--- config.mk ---
export PLATFORM = sky130hd
export DESIGN_NAME = if_stage
export DESIGN_NICKNAME = d
export VERILOG_FILES = /design/src/rtl/if_stage_pkg.sv /design/src/rtl/if_stage.sv
export SDC_FILE = /design/constraint.sdc
export NUM_CORES = 1
export LEC_CHECK = 0
export ABC_AREA = 1
export ABC_CLOCK_PERIOD_IN_PS = 2500
export CAP_MARGIN = 20
export CORE_ASPECT_RATIO = 0.6
export CORE_MARGIN = 4
export CORE_UTILIZATION = 30
export DETAILED_ROUTE_END_ITERATION = 6
export SKIP_CTS_REPAIR_TIMING = 1
export SLEW_MARGIN = 20
export SYNTH_ARGS = -nofsm -noshare
export SYNTH_HDL_FRONTEND = slang
export SYNTH_SLANG_ARGS = --single-unit
--- constraint.sdc ---
create_clock -name clk -period 2.5 [get_ports clk]
set_input_delay 0.5 -clock clk [delete_from_list [all_inputs] [get_ports clk]]
set_output_delay 0.5 -clock clk [all_outputs]
set_load 0.1 [all_outputs]
--- src/rtl/if_stage_pkg.sv ---
// Shared widths and FSM encoding for the MIPS instruction-fetch stage.
// The optional performance counters are enabled with the FS_PERF_CNT_EN macro.
package if_stage_pkg;

    localparam int unsigned FS_TO_DS_BUS_WD = 64;
    localparam int unsigned JUMP_BUS_WD     = 33;

    typedef enum logic [1:0] {
        StReq   = 2'd0,
        StWait  = 2'd1,
        StValid = 2'd2
    } fs_state_e;

    function automatic logic [31:0] seq_pc(input logic [31:0] pc);
        return pc + 32'd4;
    endfunction

endpackage

--- src/rtl/if_stage.sv ---
// Instruction-fetch stage: one outstanding req/addr_ok/data_ok fetch, delay-slot jump handling.
// Define FS_PERF_CNT_EN to add the fs_fetch_cnt / fs_stall_cnt performance counters.
module if_stage
    import if_stage_pkg::*;
#(
    parameter logic [31:0] RESET_PC = 32'hBFC0_0000
) (
    input  logic                       clk,
    input  logic                       reset,
    input  logic                       ds_allowin,
    input  logic [JUMP_BUS_WD-1:0]     jump_bus,
    output logic                       fs_to_ds_valid,
    output logic [FS_TO_DS_BUS_WD-1:0] fs_to_ds_bus,
    output logic                       inst_req,
    output logic [31:0]                inst_addr,
    input  logic                       inst_addr_ok,
    input  logic                       inst_data_ok,
`ifdef FS_PERF_CNT_EN
    output logic [31:0]                fs_fetch_cnt,
    output logic [31:0]                fs_stall_cnt,
`endif
    input  logic [31:0]                inst_rdata
);

    fs_state_e   state_q;
    logic        req_q;
    logic        valid_q;
    logic        br_pending_q;
    logic [31:0] br_target_q;
    logic [31:0] addr_q;
    logic [31:0] fs_pc_q;
    logic [31:0] instr_q;

    logic        jump_taken;
    logic [31:0] jump_target;
    logic [31:0] next_pc;

    assign jump_taken  = jump_bus[32];
    assign jump_target = jump_bus[31:0];

    // A pending target is only consumed when the delay slot leaves IF.
    always_comb begin
        next_pc = seq_pc(fs_pc_q);
        if (br_pending_q) begin
            next_pc = br_target_q;
        end
    end

    always_ff @(posedge clk or negedge reset) begin
        if (!reset) begin
            state_q      <= StReq;
            req_q        <= 1'b0;
            valid_q      <= 1'b0;
            br_pending_q <= 1'b0;
            br_target_q  <= 32'd0;
            addr_q       <= RESET_PC;
            fs_pc_q      <= 32'd0;
            instr_q      <= 32'd0;
        end else begin
            if (jump_taken && !br_pending_q) begin
                br_pending_q <= 1'b1;
                br_target_q  <= jump_target;
            end
            unique case (state_q)
                StReq: begin
                    // req_q is low for the first cycle after reset; addr_ok only counts while requesting.
                    if (req_q && inst_addr_ok) begin
                        fs_pc_q <= addr_q;
                        req_q   <= 1'b0;
                        state_q <= StWait;
                    end else begin
                        req_q <= 1'b1;
                    end
                end
                StWait: begin
                    if (inst_data_ok) begin
                        instr_q <= inst_rdata;
                        valid_q <= 1'b1;
                        state_q <= StValid;
                    end
                end
                StValid: begin
                    if (ds_allowin) begin
                        valid_q <= 1'b0;
                        addr_q  <= next_pc;
                        req_q   <= 1'b1;
                        state_q <= StReq;
                        if (br_pending_q) begin
                            br_pending_q <= 1'b0;
                        end
                    end
                end
                default: begin
                    state_q <= StReq;
                    req_q   <= 1'b0;
                    valid_q <= 1'b0;
                end
            endcase
        end
    end

    assign fs_to_ds_valid = valid_q;
    assign fs_to_ds_bus   = {instr_q, fs_pc_q};
    assign inst_req       = req_q;
    assign inst_addr      = addr_q;

`ifdef FS_PERF_CNT_EN
    logic [31:0] fetch_cnt_q;
    logic [31:0] stall_cnt_q;

    always_ff @(posedge clk or negedge reset) begin
        if (!reset) begin
            fetch_cnt_q <= 32'd0;
            stall_cnt_q <= 32'd0;
        end else if (valid_q) begin
            if (ds_allowin) begin
                fetch_cnt_q <= fetch_cnt_q + 32'd1;
            end else begin
                stall_cnt_q <= stall_cnt_q + 32'd1;
            end
        end
    end

    assign fs_fetch_cnt = fetch_cnt_q;
    assign fs_stall_cnt = stall_cnt_q;
`endif

endmodule

# Word level (Yosys, flattened, before mapping)
# Cells that the tools add are included.
# totals
register_bits	133
word_cells	41
# classes
n_addsub	1
n_eq_ne	5
mux	15
n_bitwise	2
reduce_logical	10
# op_table
op	count
$add A32 B3 Y32 const B	1
$mux W32	1
$mux W1	8
$reduce_and A2 Y1	4
$mux W2	3
$ne A2 B2 Y1 const B	3
$pmux W1 S3	2
$pmux W2 S3	1
$reduce_and A3 Y1	2
$eq A2 B1 Y1 const B	1
$eq A2 B2 Y1 const B	1
$logic_and A1 B1 Y1	2
$logic_not A2 Y1	1
$not A1 Y1	2
$logic_not A1 Y1	1

# Logic depth before layout (Yosys ltp)
# logic_depth
word_depth	6
ltp_mapped	10
depth_no_buf	10

# Worst setup path after synthesis
# Ideal clock, no wire load.
# synth_timing
path_type	reg-to-reg
from	register fs_pc_q[3]
to	register addr_q[20], in the netlist inst_addr[20]
setup_time_ps	120
arrival_time_ps	2077
setup_slack_ps	303
stages_incl_launch_ff	11
period_less_slack_ps	2197
path_cell_list	dfrtp_1 -> ha_1 -> nand2_1 -> nor2_4 -> nand2_2 -> nor2_4 -> nand3_1 -> nand2_1 -> nand2_1 -> nand2_1 -> nand2_1
# synth_via
elab_chain_cells	2
# synth_rtl
element	line_no	rtl
from (decl)	if_stage.sv:31	logic [31:0] fs_pc_q;
from (signal assigned)	if_stage.sv:68	fs_pc_q <= addr_q;
$add A32 B3 Y32	if_stage_pkg.sv:15	return pc + 32'd4;
$mux W32	if_stage.sv:44	if (br_pending_q) begin
to (signal assigned)	if_stage.sv:85	addr_q <= next_pc;
to (decl)	if_stage.sv:30	logic [31:0] addr_q;
# Every way passes these cells.
# A chain may end at the register's enable or synchronous reset.

# Final worst setup path
# layout_timing
from	register fs_pc_q[17]
to	output fs_to_ds_bus[17]
# layout_lines
element	line_no	rtl
to (decl)	if_stage.sv:13	output logic [FS_TO_DS_BUS_WD-1:0] fs_to_ds_bus,
# No word-level cell between the ends.

==> run summary <==
The number of global-route vias before repair was 4,926. Final number of setup-violating endpoints: 0. The element type at the critical path end is a primary output.

For this run, the slowest stage of the critical path takes 0.52 ns. The worst register-to-register path ends at inst_addr[20]. Of the total synthesized cell area, the portion taken by AND, OR, NAND and NOR gates is 21.0%. The run gives 1,116 as the number of standard cells in the layout, taps in and fillers out. TritonCTS built the clock tree. In this run the cell area of the synthesized design comes to 0.00617 mm^2.

The synthesis-to-finish area growth is 38.9%, and the distinct cell type count of the synthesized netlist is 32. For the count of pins over their slew limit, the log shows 0. In the synthesized netlist the dominant register cell turns out to be sky130_fd_sc_hd__dfrtp_1. Share of synthesized flip-flops with an asynchronous set or reset: 100%.

The total global routing track utilization was 15.9%. The remaining global-route overflow was 0. Arrival time of the worst setup path: 1.30 ns. After layout, the worst path uses 71.8% of the clock period. Using the TritonRoute via totals, the vias-per-cell ratio works out to 4.43. For the number of nets at the end of the flow, the log shows 901. The run gives 4 as the number of levels the H-tree was split into. Setup repair after global routing left no endpoint under its margin. The run gives 0 ns as the final setup TNS. On the critical path, the stage with the largest delay is an instance of sky130_fd_sc_hd__dfrtp_1. The boundary pin count was 168.

The standard cell core area came out at 0.0201 mm^2. For hold timing, the worst endpoint is inst_addr[31]. For this run, the detailed router's first-pass iteration total came to 5. The multiplexer area fraction after synthesis was 12.4%; the number of nets with antenna violations after routing was 0.

HPWL after detailed placement: 13.3 mm. The most area-hungry cell type in the Yosys netlist was sky130_fd_sc_hd__dfrtp_1. The tightest min-delay check is of the reg -> reg type. Measured against its own limit, the worst slew margin works out to 57.8%. Summing all non-filler instances in the final layout gives an area of 0.00858 mm^2. The worst setup path is of the reg -> out kind. The number of remaining DRC errors was 0; the clock-pin slew on the worst setup and hold paths was 0.06 ns.

For the worst flop-to-flop path, the logic depth is 10. The met2 routed wirelength is 7.00 mm, and the routed wire length is 17.9 mm. For the cell area after placement, the log shows 0.00797 mm^2. Averaged over all synthesized cells, the footprint is 9.38 um^2. By area, the combinational part of the netlist is dominated by simple AND/OR/NAND/NOR gates. The routed layout has 4,948 vias. Once placement completed, the tool counted placed cells totaling 1,083. Number of warnings issued by yosys: 0. At the pin with the least slew margin, the transition time is 0.633 ns. The final worst clock skew is 0.00630 ns. The run gives 0 as the number of antenna violations at the first check in global routing. Die boundary width: 193 um.

The tool flagged a number of max-cap violations equal to 0. Entering global routing, the biggest net connects 61 pins. The wire length per cell is 16.1 um, and the number of filler instances in the final layout is 1,986.

For the worst setup path, the data required time is 2.00 ns. Ranked by total cell area, the synthesized netlist is headed by sky130_fd_sc_hd__dfrtp_1 (50%), sky130_fd_sc_hd__nand2_1 (9.4%), sky130_fd_sc_hd__mux2_2 (6.6%), sky130_fd_sc_hd__mux2_1 (5.8%), sky130_fd_sc_hd__nor2_1 (5.7%). The run gives 42.6% as the core occupancy in the finished layout.

The worst register-to-register path begins at fs_pc_q[3]. The minimum period implied by the final worst setup slack is 1.80 ns, and the top achievable clock speed is 557 MHz. In this run the register-to-register setup slack is 0.73 ns. Sequential elements use 54.1% of the synthesized area. For the number of buffers created by CTS, the log shows 17.

The die covers 0.0230 mm^2. Of the cells placed in the final design, the portion with a size suffix greater than 1 is 24.7%. Of the total synthesized cell area, the portion taken by XOR and XNOR cells is 0.993%. In this run the worst path has a maximum fanout of 7. Among cell families on the critical path, the largest total delay comes from flip-flops.

The count of buffering cells on the critical path with inverters included was 1. Of the post-synthesis cell area, the dominant cell type holds 50.3%. Cell count after synthesis: 658. The critical path goes through buf_4. The detailed router finished its first iteration with 257 violations. By count the netlist is led by sky130_fd_sc_hd__nand2_1 (155), sky130_fd_sc_hd__dfrtp_1 (124), sky130_fd_sc_hd__nor2_1 (93). The routed design uses 1.30 mm of met3 wire. The worst setup path is launched from a flip-flop. The initial utilization of the core area, before any placement, comes to 30.7%. The run gives 40 as the total number of placement rows. Buffers placed on the I/O ports in this run total 167. Number of failing hold endpoints at the final stage: 0. The number of register bits inferred by synthesis works out to 133.

0 antenna diodes ended up in the layout. Yosys mapped a number of flops with a built-in enable equal to 0. In this run the most critical hold path is launched from inst_addr[31]. Total number of clock tree sinks: 133.

Met1 routed wirelength after detailed routing: 9.49 mm. The worst hold path was traced through 2 stages. sky130_fd_sc_hd__nand2_1 is the most common cell in the netlist. The detailed router used layers up to and including met4. Routability-driven placement finished with a final weighted congestion of 0.837.

Synthesis produced a netlist with a net count of 729. The global-route wire length before repair is 28.5 mm. Measured along the y axis, the die boundary spans 119 um. Summing the areas of all compound-gate instances in the mapped netlist gives 6.16% of the synthesized area. In this run the clock root is driven by a sky130_fd_sc_hd__clkbuf_16. The flow ran to the end, and the final reports show no timing, DRC or antenna violations.

At the later pin of the worst-skew pair, clock insertion delay measures 0.42 ns. The tools report the clock tree buffer depth as 2. Adder-cell share of the synthesized area: 0.203%.
[cell type report]
class | instances | area [um^2] | area share [%]
repair buffers | 179 | 1580 | 18.5
well taps | 273 | 342 | 3.98
clock inverters | 10 | 130 | 1.52
inverters | 51 | 191 | 2.23
flip-flops and latches | 133 | 3340 | 38.9
multi-input cells | 448 | 2530 | 29.5
clock buffers | 22 | 464 | 5.41
[cell families (layout without fill, tap and decap cells)]
logic type / after synthesis / after routing
xor gates and xnor gates: 7 / 7
DFF: 133 / 133
AOI/OAI and AO/OA: 68 / 68
muxes: 68 / 68
buffers and inverters: 77 / 262
and+or+nand+nor: 304 / 304
adders and majority gates: 1 / 1
[cells in the final DEF (no fill, tap or decap), types with 3 or more instances in the layout]
cell                              netlist  routed
sky130_fd_sc_hd__nor2_4                 4       4
sky130_fd_sc_hd__a21oi_1               17      17
sky130_fd_sc_hd__o31ai_2                3       3
sky130_fd_sc_hd__clkbuf_1               6       3
sky130_fd_sc_hd__buf_12                 0       5
sky130_fd_sc_hd__nand2_1              155     154
sky130_fd_sc_hd__nand2_2                4       5
sky130_fd_sc_hd__mux2_1                32      32
sky130_fd_sc_hd__o21ai_1               14      14
sky130_fd_sc_hd__bufinv_16              0       3
sky130_fd_sc_hd__o211ai_1               3       3
sky130_fd_sc_hd__inv_1                 50      49
sky130_fd_sc_hd__o21ai_0               26      26
sky130_fd_sc_hd__clkbuf_16              0      17
sky130_fd_sc_hd__clkdlybuf4s50_1        0      68
sky130_fd_sc_hd__nor2_2                 5       5
sky130_fd_sc_hd__mux2_2                36      36
sky130_fd_sc_hd__dfrtp_1              124     124
sky130_fd_sc_hd__nor2_1                93      93
sky130_fd_sc_hd__nand3_1               35      34
sky130_fd_sc_hd__buf_4                  2     104
sky130_fd_sc_hd__xnor2_1                5       5
sky130_fd_sc_hd__clkinv_2               0       5
sky130_fd_sc_hd__dfstp_2                9       9
[sequential cells by signal, indices dropped and copies added (netlist names)]
register / flops
instr_q: 32
state_q: 2
inst_addr: 32
inst_req: 1
fs_pc_q: 32
br_target_q: 32
br_pending_q: 1
fs_to_ds_valid: 1
[through the flow]
step / hold slack (ns) / worst slack [ns]
floorplan: 0.204 / 0.303
global placement: 0.350 / 0.518
detailed placement: 0.351 / 0.503
CTS: -0.108 / 0.672
global route: 0.491 / 0.550
finish: 0.481 / 0.705
[routing by layer]
layer,vias up,global-route usage [%]
li1,2482,-
met1,2317,24.4
met2,138,20.9
met3,11,5.57
met4,0,3.80
met5,-,0
[worst max path at each step]
stage / startpoint / to / cells past startpoint
after floorplan: fs_pc_q[3] / inst_addr[20] / 10
after global placement: inst_addr_ok / fs_pc_q[30] / 5
after detailed placement: inst_addr_ok / fs_pc_q[24] / 5
after CTS: fs_pc_q[17] / fs_to_ds_bus[17] / 1
after global routing: fs_pc_q[3] / inst_addr[20] / 10
final: fs_pc_q[17] / fs_to_ds_bus[17] / 1
Power is left out: the tool's default activity adds up to more than one toggle a clock period on the data nets, which glitch-free logic cannot reach.
